===== src/rtl/apb_seq_master.sv =====
// APB master sequencer: replays a loaded write/read/read-compare table across NUM_SLV slaves,
// with per-transfer timeout, slave-error capture and read-data compare.
module apb_seq_master #(
    parameter  int ADDR_W  = 5,
    parameter  int DATA_W  = 32,
    parameter  int NUM_SLV = 2,
    parameter  int DEPTH   = 16,
    parameter  int TIMEOUT = 255,
    localparam int IDX_W   = $clog2(DEPTH),
    localparam int SEL_W   = (NUM_SLV > 1) ? $clog2(NUM_SLV) : 1
) (
    input  logic                      i_clk,
    input  logic                      i_rst,
    input  logic                      i_cmd_we,
    input  logic [IDX_W-1:0]          i_cmd_idx,
    input  logic [1:0]                i_cmd_op,
    input  logic [SEL_W-1:0]          i_cmd_sel,
    input  logic [ADDR_W-1:0]         i_cmd_addr,
    input  logic [DATA_W-1:0]         i_cmd_data,
    input  logic [IDX_W:0]            i_cmd_cnt,
    input  logic                      i_start,
    output logic [NUM_SLV-1:0]        o_psel,
    output logic                      o_penable,
    output logic                      o_pwrite,
    output logic [ADDR_W-1:0]         o_paddr,
    output logic [DATA_W-1:0]         o_pwdata,
    input  logic [NUM_SLV*DATA_W-1:0] i_prdata,
    input  logic [NUM_SLV-1:0]        i_pready,
    input  logic [NUM_SLV-1:0]        i_pslverr,
    output logic                      o_busy,
    output logic                      o_done,
    output logic                      o_pass,
    output logic [7:0]                o_err_cnt,
    output logic [IDX_W-1:0]          o_fail_idx,
    output logic [DATA_W-1:0]         o_last_rdata,
    output logic [1:0]                o_state
);

    // APB handshake: a transfer is presented in SETUP (psel=1, penable=0) and completes in the
    // first ACCESS cycle (psel=1, penable=1) where the selected slave's pready is 1; address,
    // data and select are held from SETUP until that completion.

    typedef enum logic [1:0] {IDLE, SETUP, ACCESS, DONE} state_t;

    localparam logic [1:0] OP_WRITE = 2'd0;
    localparam logic [1:0] OP_RDCMP = 2'd2;
    localparam int         WAIT_W   = $clog2(TIMEOUT + 1);

    logic [1:0]        op_mem   [DEPTH];
    logic [SEL_W-1:0]  sel_mem  [DEPTH];
    logic [ADDR_W-1:0] addr_mem [DEPTH];
    logic [DATA_W-1:0] data_mem [DEPTH];

    state_t            state_q, state_d;
    logic [IDX_W-1:0]  idx_q, idx_d;
    logic [IDX_W:0]    cnt_q, cnt_d;
    logic [WAIT_W-1:0] wait_q, wait_d;
    logic [7:0]        err_cnt_q, err_cnt_d;
    logic [IDX_W-1:0]  fail_idx_q, fail_idx_d;
    logic              pass_q, pass_d;
    logic              done_q, done_d;
    logic              busy_q;
    logic [DATA_W-1:0] last_rdata_q, last_rdata_d;
    logic [NUM_SLV-1:0] psel_q, psel_d;
    logic              penable_q, penable_d;
    logic              pwrite_q, pwrite_d;
    logic [ADDR_W-1:0] paddr_q, paddr_d;
    logic [DATA_W-1:0] pwdata_q, pwdata_d;
    logic [1:0]        cur_op_q;
    logic [SEL_W-1:0]  cur_sel_q;
    logic [DATA_W-1:0] cur_data_q;

    logic              load;
    logic [IDX_W-1:0]  load_idx;
    logic [IDX_W:0]    nxt_idx;
    logic              ready, slverr, timeout, complete, xfer_err;
    logic [DATA_W-1:0] rdata;

    function automatic logic [NUM_SLV-1:0] sel_onehot(input logic [SEL_W-1:0] s);
        sel_onehot = '0;
        for (int k = 0; k < NUM_SLV; k++)
            if (s == SEL_W'(k)) sel_onehot[k] = 1'b1;
    endfunction

    always_ff @(posedge i_clk) begin
        if (i_cmd_we && state_q == IDLE) begin
            op_mem[i_cmd_idx]   <= i_cmd_op;
            sel_mem[i_cmd_idx]  <= i_cmd_sel;
            addr_mem[i_cmd_idx] <= i_cmd_addr;
            data_mem[i_cmd_idx] <= i_cmd_data;
        end
    end

    // A select beyond NUM_SLV matches no slave, so it never sees ready and resolves as a timeout.
    always_comb begin
        rdata  = '0;
        ready  = 1'b0;
        slverr = 1'b0;
        for (int k = 0; k < NUM_SLV; k++) begin
            if (cur_sel_q == SEL_W'(k)) begin
                rdata  = i_prdata[k*DATA_W +: DATA_W];
                ready  = i_pready[k];
                slverr = i_pslverr[k];
            end
        end
    end

    assign timeout  = !ready && (wait_q == WAIT_W'(TIMEOUT - 1));
    assign complete = ready || timeout;
    assign xfer_err = timeout || (ready && slverr) ||
                      (cur_op_q == OP_RDCMP && ready && rdata != cur_data_q);
    assign nxt_idx  = {1'b0, idx_q} + (IDX_W+1)'(1);

    always_comb begin
        state_d      = state_q;
        idx_d        = idx_q;
        cnt_d        = cnt_q;
        wait_d       = wait_q;
        err_cnt_d    = err_cnt_q;
        fail_idx_d   = fail_idx_q;
        pass_d       = pass_q;
        done_d       = 1'b0;
        last_rdata_d = last_rdata_q;
        psel_d       = psel_q;
        penable_d    = penable_q;
        pwrite_d     = pwrite_q;
        paddr_d      = paddr_q;
        pwdata_d     = pwdata_q;
        load         = 1'b0;
        load_idx     = idx_q;
        case (state_q)
            IDLE: begin
                if (i_start) begin
                    cnt_d      = i_cmd_cnt;
                    err_cnt_d  = '0;
                    fail_idx_d = '0;
                    pass_d     = 1'b0;
                    idx_d      = '0;
                    if (i_cmd_cnt == '0) begin
                        state_d = DONE;
                        done_d  = 1'b1;
                        pass_d  = 1'b1;
                    end else begin
                        state_d  = SETUP;
                        load     = 1'b1;
                        load_idx = '0;
                    end
                end
            end
            SETUP: begin
                state_d   = ACCESS;
                penable_d = 1'b1;
                wait_d    = '0;
            end
            ACCESS: begin
                if (complete) begin
                    if (xfer_err) begin
                        if (err_cnt_q != 8'hFF) err_cnt_d = err_cnt_q + 8'd1;
                        if (err_cnt_q == 8'd0)  fail_idx_d = idx_q;
                    end
                    if (ready && cur_op_q != OP_WRITE) last_rdata_d = rdata;
                    penable_d = 1'b0;
                    if (nxt_idx < cnt_q) begin
                        idx_d    = nxt_idx[IDX_W-1:0];
                        load     = 1'b1;
                        load_idx = nxt_idx[IDX_W-1:0];
                        state_d  = SETUP;
                    end else begin
                        state_d = DONE;
                        done_d  = 1'b1;
                        psel_d  = '0;
                        pass_d  = (err_cnt_d == 8'd0);
                    end
                end else begin
                    wait_d = wait_q + WAIT_W'(1);
                end
            end
            DONE: state_d = IDLE;
            default: state_d = IDLE;
        endcase
        if (load) begin
            psel_d   = sel_onehot(sel_mem[load_idx]);
            pwrite_d = (op_mem[load_idx] == OP_WRITE);
            paddr_d  = addr_mem[load_idx];
            pwdata_d = data_mem[load_idx];
        end
    end

    always_ff @(posedge i_clk) begin
        if (!i_rst) begin
            state_q      <= IDLE;
            idx_q        <= '0;
            cnt_q        <= '0;
            wait_q       <= '0;
            err_cnt_q    <= '0;
            fail_idx_q   <= '0;
            pass_q       <= 1'b0;
            done_q       <= 1'b0;
            busy_q       <= 1'b0;
            last_rdata_q <= '0;
            psel_q       <= '0;
            penable_q    <= 1'b0;
            pwrite_q     <= 1'b0;
            paddr_q      <= '0;
            pwdata_q     <= '0;
            cur_op_q     <= '0;
            cur_sel_q    <= '0;
            cur_data_q   <= '0;
        end else begin
            state_q      <= state_d;
            idx_q        <= idx_d;
            cnt_q        <= cnt_d;
            wait_q       <= wait_d;
            err_cnt_q    <= err_cnt_d;
            fail_idx_q   <= fail_idx_d;
            pass_q       <= pass_d;
            done_q       <= done_d;
            busy_q       <= (state_d != IDLE);
            last_rdata_q <= last_rdata_d;
            psel_q       <= psel_d;
            penable_q    <= penable_d;
            pwrite_q     <= pwrite_d;
            paddr_q      <= paddr_d;
            pwdata_q     <= pwdata_d;
            if (load) begin
                cur_op_q   <= op_mem[load_idx];
                cur_sel_q  <= sel_mem[load_idx];
                cur_data_q <= data_mem[load_idx];
            end
        end
    end

    assign o_psel       = psel_q;
    assign o_penable    = penable_q;
    assign o_pwrite     = pwrite_q;
    assign o_paddr      = paddr_q;
    assign o_pwdata     = pwdata_q;
    assign o_busy       = busy_q;
    assign o_done       = done_q;
    assign o_pass       = pass_q;
    assign o_err_cnt    = err_cnt_q;
    assign o_fail_idx   = fail_idx_q;
    assign o_last_rdata = last_rdata_q;
    assign o_state      = state_q;

endmodule

===== config.mk =====
export PLATFORM = sky130hd
export DESIGN_NAME = apb_seq_master
export DESIGN_NICKNAME = d
export VERILOG_FILES = /design/src/rtl/apb_seq_master.sv
export SDC_FILE = /design/constraint.sdc
export NUM_CORES = 1
export LEC_CHECK = 0
export ABC_AREA = 1
export CAP_MARGIN = 25
export CORE_MARGIN = 2
export CORE_UTILIZATION = 35
export DETAILED_ROUTE_END_ITERATION = 12
export SLEW_MARGIN = 10
export SYNTH_ARGS = -nofsm -noshare
export SYNTH_HDL_FRONTEND = slang
export SYNTH_SLANG_ARGS = --single-unit

===== constraint.sdc =====
create_clock -name i_clk -period 3.36 [get_ports i_clk]
set_clock_uncertainty 0.2 [all_clocks]
set_input_delay 0.672 -clock i_clk [delete_from_list [all_inputs] [get_ports i_clk]]
set_output_delay 0.672 -clock i_clk [all_outputs]
set_load 0.05 [all_outputs]

==> results of run 1 <==
## cell families after synthesis
kind of cell	Yosys count	synth area share, %
buffers and inverters	636	8.11
and+or+nand+nor	1009	13.5
adders and majority gates	9	0.352
xor gates and xnor gates	10	0.273
DFF	750	66.9
AOI/OAI and AO/OA	545	10.9
## how the worst min path moves through the flow
stage	start	end	slack (ps)	cells past startpoint
finish	o_last_rdata[22]	o_last_rdata[22]	240	2
global route	o_last_rdata[29]	o_last_rdata[29]	260	2
CTS	o_last_rdata[22]	o_last_rdata[22]	250	2
detailed placement	o_last_rdata[22]	o_last_rdata[22]	240	2
global placement	o_last_rdata[20]	o_last_rdata[20]	230	2
floorplan	cnt_q[1]	cnt_q[1]	240	2
## registers in the layout, indices dropped and copies added (netlist names), 2 cells and up
| register | flops |
|---|---|
| cur_data_q | 32 |
| cnt_q | 5 |
| o_last_rdata | 32 |
| o_paddr | 5 |
| data_mem | 512 |
| o_state | 2 |
| cur_op_q | 2 |
| o_err_cnt | 8 |
| o_fail_idx | 4 |
| idx_q | 4 |
| addr_mem | 80 |
| op_mem | 32 |
| o_psel | 2 |
| sel_mem | 16 |
| wait_q | 8 |
## cell type report
cell class              instances  area share (%)
flip-flops and latches        750            53.4
diodes                          2          0.0125
clock inverters                31           0.827
multi-input cells            1573            20.8
well taps                    1176            3.67
repair buffers                402            11.5
clock buffers                 108            5.35
inverters                     464            4.37
## repair_timing
action | 4_1_cts | 5_1_grt
setup buffers | 4 | 4
gates cloned | 1 | 11
gates resized for setup | 9 | 65
endpoints found under the setup margin | 18 | 43
pin swaps | 3 | 47
## through the flow
step	setup TNS [ps]	worst slack [ps]	total power, mW
6_report	0	56.7	22.6
5_1_grt	-3080	-136	23.4
4_1_cts	-1.65	-1.65	22.6
3_5_place_dp	-740	-94.6	14.1
3_3_place_gp	-571	-83.1	14.0
2_1_floorplan	-125940	-265	12.6
## critical path: stages (launching register included)
cell and delay [ps]:
dfxtp_4 360, ha_4 160, xor2_2 150, ha_1 340
nand2_1 100, nand2_2 70, a21oi_2 160, buf_4 140
nand3_4 80, nand2_2 100, nand3_4 80, nand2_4 110
nand2_8 120, buf_12 180, buf_16 130, o211ai_1 230
nand3_1 120, nand3_2 80, nand3_2 60, buf_6 150
nand2_2 50, inv_2 20
## layer usage
layer | up-vias | part of all wire [%] | track usage (%)
met1 | 11000 | 42 | 24.3
met2 | 743 | 47 | 31.9
met4 | 14 | 2.5 | 6.17
met3 | 156 | 7.7 | 4.11
met5 | - | 0.11 | 0
li1 | 10900 | - | -
## placed cells by master, fill, tap and decap left out, types with 3 or more instances in the layout
cell             instances
a21oi_1                105
ha_1                     8
buf_4                  105
nand2_2                 12
inv_1                  454
clkbuf_1                20
nand3_1                304
buf_6                   11
nand3_2                 16
nand3_4                  3
nor3_1                   6
nand2_1                564
dfxtp_1                107
o211ai_1               299
xor2_1                   6
bufinv_16                6
inv_6                    3
edfxtp_1               640
o21ai_1                  9
clkdlybuf4s50_1        209
nor2_4                  17
o21ai_0                122
buf_12                  63
clkinv_2                12
nand3b_1                12
clkbuf_16               86
clkinv_1                 9
buf_16                   4
nand4_1                 11
nor2_1                  52
inv_2                    5
xnor2_1                  3
clkbuf_8                10
o21ai_4                  3
## power groups by stage
| stage | combinational, mW | sequential, mW | clock [mW] |
|---|---|---|---|
| floorplan | 1.67 | 10.9 | 0 |
| global placement | 3.36 | 10.7 | 0 |
| detailed placement | 3.39 | 10.7 | 0 |
| CTS | 3.45 | 10.5 | 8.63 |
| global route | 3.93 | 10.5 | 8.98 |
| finish | 3.62 | 10.5 | 8.46 |
==> out/metrics.cfg, run 1 <==
[run_status]
status=finished, final reports clean

[finish]
nNetsFinal=3397
nFillCells=8308
utilization_pct=44.3
synthToLayoutAreaGrowth_pct=25.2
multiInputGateArea_um2=8360
instances_no_fill=4506
seq_area_um2=21400
post_route_cells_drive_above_1_share_pct=11.4
finalInstanceArea_um2=40100

[power]
power_frac_comb_pct=16.0
p_per_area_nw_per_um2=563
p_sw_share_pct=26.5
p_int_mw=16.6
power_frac_seq_pct=46.5
vdd_drop_max_uv=413
p_sw_mw=5.99
power.leakage_nw=15.5
pwr-share-clk_pct=37.5

[placed_design]
dp_cells=4347
dpl.hpwl_um=55200
place_area_um2=37000
portBuffers=210
place_congestion=0.860

[worst_setup_path]
cp_max_fo=7
crit_end=cur_data_q[9]
r2r_cells=21
critPathLaunchType=register
cp-startpoint=idx_q[1]
critical_path_arrival_ps=3610
r2r_slack_ps=60
r2r_start=idx_q[1]
rr_endpoint=cur_data_q[9]
crit_type=reg -> reg
critPathRequiredTime_ps=3670
crit_path_end_kind=register

[die]
io_pins=211
initial_core_util_pct=35.4
die_area_um2=94000
core-area_um2=90400
die_width_um=307
die_h_um=307
num_rows=110

[sta]
hold_viol_final=0
worst_pin_slew_ps=840
period_share_pct=98.3
whs_ps=243
max_freq_mhz=303
rsz0062_at_grt=true
slew_violations=0
slew_headroom_pct=44.0
setup_viol=0
min_period_ps=3300

[routing]
ant_nets=0
vias=22800
drt_iter0_markers=1919
dr.pass1.iters=5
vias_per_cell=5.07
wire_per_inst_um=20.3
routed_wl_um=91700
drcViolationCount=0

[clock_tree]
clock_latency_ps=620
cts_tree=yes
clockRootBuffer=clkbuf_16
clock_path_buffers=3
cts_sinks=750
clk_pin_slew_ps=60
cts-htree-levels=3
cts_hold_buf=0
cts_buffers=76

[yosys]
synth-seq-cells=750
synthTopCellsByCount=edfxtp_1, nand2_1, inv_1
ys_seq_area_share_pct=66.9
yosys_warnings=0
yosysMostFrequentCell=edfxtp_1
postSynthCellCount=2959
syn_nets=3089
yosys.area.top_type=edfxtp_1
synth_edf_count=640
synth.avg_cell_area_um2=10.8
synth_cell_types=40
synth_top_area_share_pct=60.0
synth.area.top_cells=edfxtp_1, o211ai_1, dfxtp_1
async_flop_share_pct=0
syn_area_um2=32000
ys.flop_type=edfxtp_1

[global_routing]
grt_pass1_vias=21600
track_usage_pct=19.0
overflow=0
antenna_found_initial=12
grt_pass1_wl_um=134000
grt_max_degree=86

[hold_path]
min_path_type=reg -> reg

[flow_run]
drv_cap=0

(Power assumes the default switching activity.)
==> run 2, diff against run 1 <==
- CTS_CLUSTER_SIZE: not set -> 30
==> results of run 2 <==
Final layout, timing and power as in run 1 (identical DEF).
